==> config.mk <==
export PLATFORM = sky130hd
export DESIGN_NAME = adc_frame_feeder_flat
export DESIGN_NICKNAME = d
export VERILOG_FILES = /design/src/rtl/adc_frame_feeder_if.sv /design/src/rtl/adc_frame_feeder.sv /design/src/flat_wrapper.sv
export SDC_FILE = /design/constraint.sdc
export NUM_CORES = 1
export LEC_CHECK = 0
export BUFFER_PORTS_ARGS = -buffer_cell sky130_fd_sc_hd__buf_2
export CORE_UTILIZATION = 59
export CTS_CLUSTER_DIAMETER = 150
export DETAILED_ROUTE_END_ITERATION = 8
export PLACE_DENSITY = 0.79
export SYNTH_ARGS = -nofsm -noshare
export SYNTH_HDL_FRONTEND = slang
export SYNTH_SLANG_ARGS = --single-unit
==> constraint.sdc <==
create_clock -name clk -period 3.13 [get_ports clk]
set_clock_uncertainty 0.15 [all_clocks]
set_input_delay 0.7825 -clock clk [delete_from_list [all_inputs] [get_ports clk]]
set_output_delay 0.7825 -clock clk [all_outputs]
set_load 0.02 [all_outputs]
==> src/rtl/adc_frame_feeder_if.sv <==
`default_nettype none
// ============================================================================
// Module : adc_frame_feeder_if
// Brief  : Control, sample and word-output bundle between the ADC frame
//          feeder and its environment (sequencer, ADC front end, packer).
// Rev    : 1.0  initial release
// ============================================================================
interface adc_frame_feeder_if;
    logic        start;
    logic        stop;
    logic [11:0] adc_data;
    logic        adc_valid;
    logic        finish_to480;
    logic        en;
    logic [15:0] data_out;
    logic        data_valid;
    logic        busy;
    logic [7:0]  frame_cnt;
    logic        err;

    modport master (
        output start, stop, adc_data, adc_valid, finish_to480,
        input  en, data_out, data_valid, busy, frame_cnt, err
    );

    modport slave (
        input  start, stop, adc_data, adc_valid, finish_to480,
        output en, data_out, data_valid, busy, frame_cnt, err
    );
endinterface
`default_nettype wire

==> src/rtl/adc_frame_feeder.sv <==
`default_nettype none
// ============================================================================
// Module : adc_frame_feeder
// Brief  : Box-averages groups of DECIM 12-bit ADC samples into 16-bit words
//          and paces them out in frames, waiting for the packer acknowledge
//          plus a hold-off between frames.
//          Optional macro ADC_FEEDER_TAG_EN puts word-index-mod-16 in [15:12].
// Rev    : 1.0  initial release
// ============================================================================
module adc_frame_feeder #(
    parameter int          DECIM          = 4,
    parameter int          LOG2_DECIM     = 2,
    parameter int          FRAME_WORDS    = 240,
    parameter logic [31:0] HOLDOFF_CYCLES = 32'd50_000_000
) (
    input  wire logic            clk,
    input  wire logic            rst_n,
    adc_frame_feeder_if.slave    bus
);

    localparam int c_GW = (LOG2_DECIM > 0) ? LOG2_DECIM : 1;
    localparam int c_AW = 12 + LOG2_DECIM;
    localparam int c_WW = ($clog2(FRAME_WORDS + 1) > 4) ? $clog2(FRAME_WORDS + 1) : 4;

    typedef enum logic [1:0] {
        S_IDLE     = 2'd0,
        S_RUN      = 2'd1,
        S_WAIT_ACK = 2'd2,
        S_HOLDOFF  = 2'd3
    } state_t;

    state_t            r_state;
    logic [c_AW-1:0]   r_acc;
    logic [c_GW-1:0]   r_grp;
    logic [c_WW-1:0]   r_word;
    logic [31:0]       r_hold;
    logic              r_en;
    logic              r_dv;
    logic              r_busy;
    logic              r_err;
    logic [15:0]       r_dout;
    logic [7:0]        r_fcnt;

    logic [c_AW-1:0]   w_sum;
    logic [11:0]       w_avg;
    logic [3:0]        w_tag;
    logic              w_last_smp;
    logic              w_last_word;

    // The accumulator holds at most DECIM-1 samples, so adding the closing
    // sample still fits in 12+LOG2_DECIM bits.
    assign w_sum       = r_acc + c_AW'(bus.adc_data);
    assign w_avg       = w_sum[LOG2_DECIM +: 12];
    assign w_last_smp  = (r_grp == c_GW'(DECIM - 1));
    assign w_last_word = (r_word == c_WW'(FRAME_WORDS - 1));

`ifdef ADC_FEEDER_TAG_EN
    assign w_tag = r_word[3:0];
`else
    assign w_tag = 4'h0;
`endif

    always_ff @(posedge clk or negedge rst_n) begin
        if (!rst_n) begin
            r_state <= S_IDLE;
            r_acc   <= '0;
            r_grp   <= '0;
            r_word  <= '0;
            r_hold  <= '0;
            r_en    <= 1'b0;
            r_dv    <= 1'b0;
            r_busy  <= 1'b0;
            r_err   <= 1'b0;
            r_dout  <= '0;
            r_fcnt  <= '0;
        end else begin
            r_dv <= 1'b0;
            if (bus.stop) begin
                r_state <= S_IDLE;
                r_acc   <= '0;
                r_grp   <= '0;
                r_word  <= '0;
                r_en    <= 1'b0;
                r_busy  <= 1'b0;
            end else begin
                case (r_state)
                    S_IDLE: begin
                        r_acc  <= '0;
                        r_grp  <= '0;
                        r_word <= '0;
                        if (bus.start) begin
                            r_state <= S_RUN;
                            r_en    <= 1'b1;
                            r_busy  <= 1'b1;
                            r_err   <= 1'b0;
                        end
                    end
                    S_RUN: begin
                        // An acknowledge before the frame is complete is flagged only.
                        if (bus.finish_to480) begin
                            r_err <= 1'b1;
                        end
                        if (bus.adc_valid) begin
                            if (w_last_smp) begin
                                r_dout <= {w_tag, w_avg};
                                r_dv   <= 1'b1;
                                r_acc  <= '0;
                                r_grp  <= '0;
                                if (w_last_word) begin
                                    r_state <= S_WAIT_ACK;
                                    r_word  <= '0;
                                end else begin
                                    r_word <= r_word + 1'b1;
                                end
                            end else begin
                                r_acc <= w_sum;
                                r_grp <= r_grp + 1'b1;
                            end
                        end
                    end
                    S_WAIT_ACK: begin
                        if (bus.finish_to480) begin
                            r_state <= S_HOLDOFF;
                            r_en    <= 1'b0;
                            r_fcnt  <= r_fcnt + 1'b1;
                            r_hold  <= '0;
                        end
                    end
                    S_HOLDOFF: begin
                        // Zero hold-off still spends one cycle here.
                        if (r_hold == HOLDOFF_CYCLES) begin
                            r_state <= S_RUN;
                            r_en    <= 1'b1;
                            r_word  <= '0;
                        end else begin
                            r_hold <= r_hold + 1'b1;
                        end
                    end
                    default: begin
                        r_state <= S_IDLE;
                        r_en    <= 1'b0;
                        r_busy  <= 1'b0;
                    end
                endcase
            end
        end
    end

    assign bus.en         = r_en;
    assign bus.data_out   = r_dout;
    assign bus.data_valid = r_dv;
    assign bus.busy       = r_busy;
    assign bus.frame_cnt  = r_fcnt;
    assign bus.err        = r_err;

endmodule
`default_nettype wire

==> src/flat_wrapper.sv <==
// flat-port wrapper written by rule: the top's interface ports become plain ports
module adc_frame_feeder_flat 
#(
    parameter int          DECIM          = 4,
    parameter int          LOG2_DECIM     = 2,
    parameter int          FRAME_WORDS    = 240,
    parameter logic [31:0] HOLDOFF_CYCLES = 32'd50_000_000
)
  (clk, rst_n, bus_start, bus_stop, bus_adc_data, bus_adc_valid, bus_finish_to480, bus_en, bus_data_out, bus_data_valid, bus_busy, bus_frame_cnt, bus_err);
  adc_frame_feeder_if bus_i ();
  input  wire logic clk;
  input  wire logic rst_n;
  input wire logic [$bits(bus_i.start)-1:0] bus_start;
  input wire logic [$bits(bus_i.stop)-1:0] bus_stop;
  input wire logic [$bits(bus_i.adc_data)-1:0] bus_adc_data;
  input wire logic [$bits(bus_i.adc_valid)-1:0] bus_adc_valid;
  input wire logic [$bits(bus_i.finish_to480)-1:0] bus_finish_to480;
  output wire logic [$bits(bus_i.en)-1:0] bus_en;
  output wire logic [$bits(bus_i.data_out)-1:0] bus_data_out;
  output wire logic [$bits(bus_i.data_valid)-1:0] bus_data_valid;
  output wire logic [$bits(bus_i.busy)-1:0] bus_busy;
  output wire logic [$bits(bus_i.frame_cnt)-1:0] bus_frame_cnt;
  output wire logic [$bits(bus_i.err)-1:0] bus_err;
  assign bus_i.start = bus_start;
  assign bus_i.stop = bus_stop;
  assign bus_i.adc_data = bus_adc_data;
  assign bus_i.adc_valid = bus_adc_valid;
  assign bus_i.finish_to480 = bus_finish_to480;
  assign bus_en = bus_i.en;
  assign bus_data_out = bus_i.data_out;
  assign bus_data_valid = bus_i.data_valid;
  assign bus_busy = bus_i.busy;
  assign bus_frame_cnt = bus_i.frame_cnt;
  assign bus_err = bus_i.err;
  adc_frame_feeder #(.DECIM(DECIM), .LOG2_DECIM(LOG2_DECIM), .FRAME_WORDS(FRAME_WORDS), .HOLDOFF_CYCLES(HOLDOFF_CYCLES)) u_core (.clk(clk), .rst_n(rst_n), .bus(bus_i));
endmodule
== Word level (Yosys, flattened, before mapping) ==
Cells that the tools add are included.

* $add $sub $neg: 5
* Equal/unequal tests: 16
* Multiplexer cells: 39
* Bitwise logic cells: 1
* Reduce and logical (&&, ||, !) cells: 17

{| class="wikitable"
|+ Operators with widths
! cell !! count
|-
| 2-to-1 mux 32 bit || 2
|-
| case mux 32 bit (2 select lines) || 1
|-
| 2-to-1 mux 14 bit || 3
|-
| 2-to-1 mux 8 bit || 5
|-
| adder 32 x 1 -> 32 bit, second input constant || 1
|-
| == test 32 x 26 -> 1 bit, second input constant || 1
|-
| case mux 14 bit (2 select lines) || 1
|-
| case mux 8 bit (3 select lines) || 1
|-
| 2-to-1 mux 2 bit || 10
|-
| AND reduction 4 bit || 5
|-
| adder 8 x 1 -> 8 bit, second input constant || 2
|-
| adder 14 x 12 -> 14 bit || 1
|-
| 2-to-1 mux 1 bit || 12
|-
| inequality test 3 x 2 -> 1 bit, second input constant || 3
|-
| inequality test 3 bit, second input constant || 3
|-
| == test 8 bit, second input constant || 1
|-
| inequality test 2 bit, second input constant || 4
|-
| case mux 2 bit (4 select lines) || 1
|-
| nonzero test 2 bit || 4
|-
| nonzero test 4 bit || 2
|-
| == test 2 bit, second input constant || 3
|-
| AND reduction 6 bit || 1
|-
| case mux 2 bit (2 select lines) || 1
|-
| AND reduction 2 bit || 2
|-
| other kinds (8) || 8
|}

* Register bits: 82
* Input port bits: 18
* Output and inout bits: 28
* Logic and storage cells: 89

== Logic depth before layout (Yosys ltp) ==
* Depth in word-level cells: 6
* Gate-level depth with buffers: 9

== Worst setup path before layout ==
No wires, ideal clock.

* Path kind: input-to-reg
* Start point: input bus_adc_data[0]
* End point: register u_core.r_dout[8] (netlist: u_core.bus.data_out[8])
* Setup time: 0.125 ns
* Arrival time: 2.446 ns
* Data required time: 2.855 ns
* Slack: 0.409 ns
* Stages on the path: 8
* Buffers on the path: 0
* Cells stage by stage: ha_1 > fa_1 > a211oi_1 > nor2_1 > o22ai_1 > o21bai_1 > xor2_1 > mux2_2

* Longest elaborated chain between the ends: 1

{| class="wikitable"
|+ RTL lines
! element !! line !! RTL
|-
| from (decl) || flat_wrapper.sv:15 || <nowiki>input wire logic [$bits(bus_i.adc_data)-1:0] bus_adc_data;</nowiki>
|-
| adder 14 x 12 -> 14 bit || adc_frame_feeder.sv:52 || <nowiki>assign w_sum = r_acc + c_AW'(bus.adc_data);</nowiki>
|-
| to (signal assigned) || adc_frame_feeder.sv:105 || <nowiki>r_dout <= {w_tag, w_avg};</nowiki>
|-
| to (decl) || adc_frame_feeder.sv:41 || <nowiki>logic [15:0] r_dout;</nowiki>
|}

No other way between the ends.
A chain may end at the register's enable or synchronous reset.

== Final worst setup path ==
* Start point: register u_core.r_hold[0]
* End point: register u_core.r_word[6]

* Longest elaborated chain between the ends: 3

{| class="wikitable"
|+ RTL lines
! element !! line !! RTL
|-
| from (decl) || adc_frame_feeder.sv:36 || <nowiki>logic [31:0] r_hold;</nowiki>
|-
| from (signal assigned) || adc_frame_feeder.sv:136 || <nowiki>r_hold <= r_hold + 1'b1;</nowiki>
|-
| == test 32 x 26 -> 1 bit || adc_frame_feeder.sv:131 || <nowiki>if (r_hold == HOLDOFF_CYCLES) begin</nowiki>
|-
| inequality test 3 x 2 -> 1 bit (no line) || n/a ||
|-
| AND reduction 4 bit (no line) || n/a ||
|-
| to (signal assigned) || adc_frame_feeder.sv:113 || <nowiki>r_word <= r_word + 1'b1;</nowiki>
|-
| to (decl) || adc_frame_feeder.sv:35 || <nowiki>logic [c_WW-1:0] r_word;</nowiki>
|}

No other way between the ends.

==> results.py <==
metrics = {
    "outcome": {
        "status": "completed",
    },
    "final_layout": {
        "multi_input_area_um2": 2320,
        "area_delta_synth_final_pct": 11.4,
        "drive_gt1_frac": 0.168,
        "diodes": 0,
        "final_cell_mix": "dfrtp_1 (82), nor2_1 (48), buf_2 (40)",
        "final_common_cell": "dfrtp_1",
        "nFillCells": 588,
        "seqCellArea_um2": 2050,
        "final_nets": 542,
    },
    "synthesis": {
        "synth_xor_area_frac": 0.0760,
        "yosysSeqAreaShare": 0.456,
        "synth-simple-area-share": 0.208,
        "syn_area_um2": 4500,
        "ys.warnings.count": 0,
        "synth_cell_types": 51,
        "syn_avg_cell_area_um2": 9.86,
        "synth_fa_ha_area_frac": 0.0629,
        "muxShareOfSynthArea": 0.0278,
        "syn_inst": 456,
        "synth_seq_cells": 82,
        "synth_top_family_by_area": "simple AND/OR/NAND/NOR gates",
        "synth_top_area_share": 0.456,
        "synth_area_leaders": "dfrtp_1 (46%), ha_1 (5.8%), xnor2_1 (4.5%)",
        "synth_compound_area_frac": 0.139,
        "synth_top_cell_by_area": "dfrtp_1",
    },
    "drt": {
        "drt-total-wl_um": 8830,
        "vias_per_cell": 5.78,
        "wl_per_cell_um": 14.6,
        "final_antenna_net_count": 0,
        "via_count": 3501,
        "first_pass_iters": 4,
        "drt_iter0_markers": 125,
        "drcViolationCount": 0,
    },
    "clock_tree": {
        "path_clk_slew_ns": 0.09,
        "cts-root-buf": "clkbuf_8",
        "ctsResizeCount": 0,
        "post_cts_buffers": 0,
        "cts_tree": "done",
        "clock-sinks": 82,
        "clk_path_buf_depth": 2,
        "cts_made_buffers": 9,
        "htree_levels": 3,
        "clk_latency_ns": 0.36,
        "holdBufCountCts": 0,
    },
    "timing": {
        "min_period_ns": 2.67,
        "fin_crit_sh": 0.854,
        "worst_hold_slack_ns": 0.230,
        "fmax_ghz": 0.374,
        "setup_ws_ns": 0.456,
        "worst_slew_pin_slew_ns": 0.789,
        "finalHoldViolCount": 0,
        "report.final.slew_viol_count": 0,
        "fin_setup_tns_ns": 0,
        "setup_viol": 0,
        "slew_headroom": 0.470,
        "rsz0062_at_grt": "false",
    },
    "pwr": {
        "power_density_nw_per_um2": 556,
        "ir_drop_uv": 262,
        "total_leakage_power_nw": 2.41,
    },
    "grt": {
        "grt_max_degree": 45,
        "grt_pass1_wl_um": 14900,
        "grt_overflow": 0,
        "antenna_found_initial": 0,
        "gr-usage-all-layers": 0.244,
        "grt_pass1_vias": 3441,
    },
    "place": {
        "dp.final_hpwl_um": 6350,
        "dpl_worst_slack_ns": 0.116,
        "gp_congestion": 0.829,
        "port_buffers": 41,
    },
    "floorplanning": {
        "initial_core_util": 0.617,
        "die_h_um": 89.3,
        "design.core.area_um2": 7290,
        "io-pin-count": 46,
        "placementRows": 31,
        "die_area_um2": 7970,
        "die_w_um": 89.3,
    },
    "hold_path": {
        "hp-class": "input pin to asynchronous set/reset pin",
    },
    "critical_path": {
        "cp-start-kind": "register",
        "cp-end-kind": "register",
        "worstPathRequired_ns": 3.27,
        "cp.arrival_ns": 2.82,
        "path_class": "register to register",
        "path_max_fanout": 12,
    },
    "job": {
        "max-cap-violations": 0,
    },
}
## final cells by class
| class | count | share of cell area |
|---|---|---|
| inverters | 13 | 0.00974 |
| multi-input cells | 349 | 0.464 |
| well taps | 99 | 0.0247 |
| clock buffers | 12 | 0.0290 |
| flip-flops and latches | 82 | 0.409 |
| repair buffers | 47 | 0.0529 |
| clock inverters | 4 | 0.0102 |
## cells by family (layout without fill, tap and decap cells)
| family | Yosys count | in the layout |
|---|---|---|
| xor+xnor | 39 | 39 |
| mux | 11 | 11 |
| buf+inv | 28 | 76 |
| flops | 82 | 82 |
| other cells | 1 | 4 |
| compound gates | 95 | 95 |
| simple gates | 178 | 178 |
| fa+ha+maj | 22 | 22 |
## cell usage after synthesis (all sizes together)
cell type and count:
nand2 39, nor2b 5, and4 1, o21bai 1
a22o 13, ha 21, fa 1, or3 10
a211oi 4, buf 8, inv 13, o31ai 7
a21oi 21, or4 2, xnor2 23, nand2b 8
o22ai 1, and3 6, o311a 2, nand3b 2
nor4 3, xor2 16, mux2i 2, or2 4
a21o 5, a31oi 4, nand3 20, o21a 3
nor2 48, o32ai 1, o211ai 1, o21ai 31
nand4 13, conb 1, nor4b 4, clkbuf 7
o22a 1, mux2 9, dfrtp 82, nor3 13
## report_power, final
| group | switching, mW | leakage [nW] | total, mW | internal, mW |
|---|---|---|---|---|
| clock network | 0.378 | 0.0966 | 0.769 | 0.391 |
| registers | 0.0875 | 1.13 | 1.24 | 1.16 |
| logic | 0.466 | 1.18 | 0.774 | 0.307 |
| total | 0.932 | 2.41 | 2.79 | 1.86 |
## registers in the layout, indices dropped and copies added (netlist names)
register               flops
u_core.r_word              8
u_core.bus.frame_cnt       8
u_core.bus.data_valid      1
u_core.bus.en              1
u_core.r_acc              14
u_core.bus.busy            1
u_core.r_state             2
u_core.r_hold             32
u_core.bus.err             1
u_core.bus.data_out       12
u_core.r_grp               2
## critical path, stage by stage, from the launching register on
cell	delay [ns]
dfrtp_1	0.44
inv_1	0.08
ha_1	0.14
nor4b_1	0.42
nand3_1	0.24
o31ai_4	0.26
a31oi_1	0.11
buf_4	0.18
or4_1	0.50
o211ai_2	0.09
## layer usage
metal | up-vias | share of wire | track usage
met1 | 1723 | 0.45 | 0.295
met5 | - | 0 | 0
met3 | 11 | 0.029 | 0.0443
met4 | 0 | 0.016 | 0.121
li1 | 1716 | - | -
met2 | 51 | 0.51 | 0.421
## through the flow
stage                     power, mW  std cells  cell area, µm²  utilization
after floorplan                1.82        459            4510            -
after global placement         2.00        590            4810        0.660
after detailed placement       2.04        590            4810        0.660
after CTS                      2.81        606            5010        0.687
after global routing           2.96        606            5010        0.687
final                          2.79        606            5010        0.687
## path summary, 6_finish.rpt
| path | startpoint | endpoint | slack (ns) | cells after the start |
|---|---|---|---|---|
| max | u_core.r_hold[0] | u_core.r_word[6] | 0.46 | 9 |
| min reg2reg | u_core.bus.frame_cnt[7] | u_core.bus.frame_cnt[7] | 0.32 | 1 |
| min | rst_n | u_core.bus.data_out[3] | 0.23 | 1 |
| max in group asynchronous | rst_n | u_core.r_word[1] | 1.99 | 2 |
| max reg2reg | u_core.r_hold[0] | u_core.r_word[6] | 0.46 | 9 |
| min in group clk | u_core.bus.frame_cnt[7] | u_core.bus.frame_cnt[7] | 0.32 | 1 |
Power figures use the tool's default switching activity.
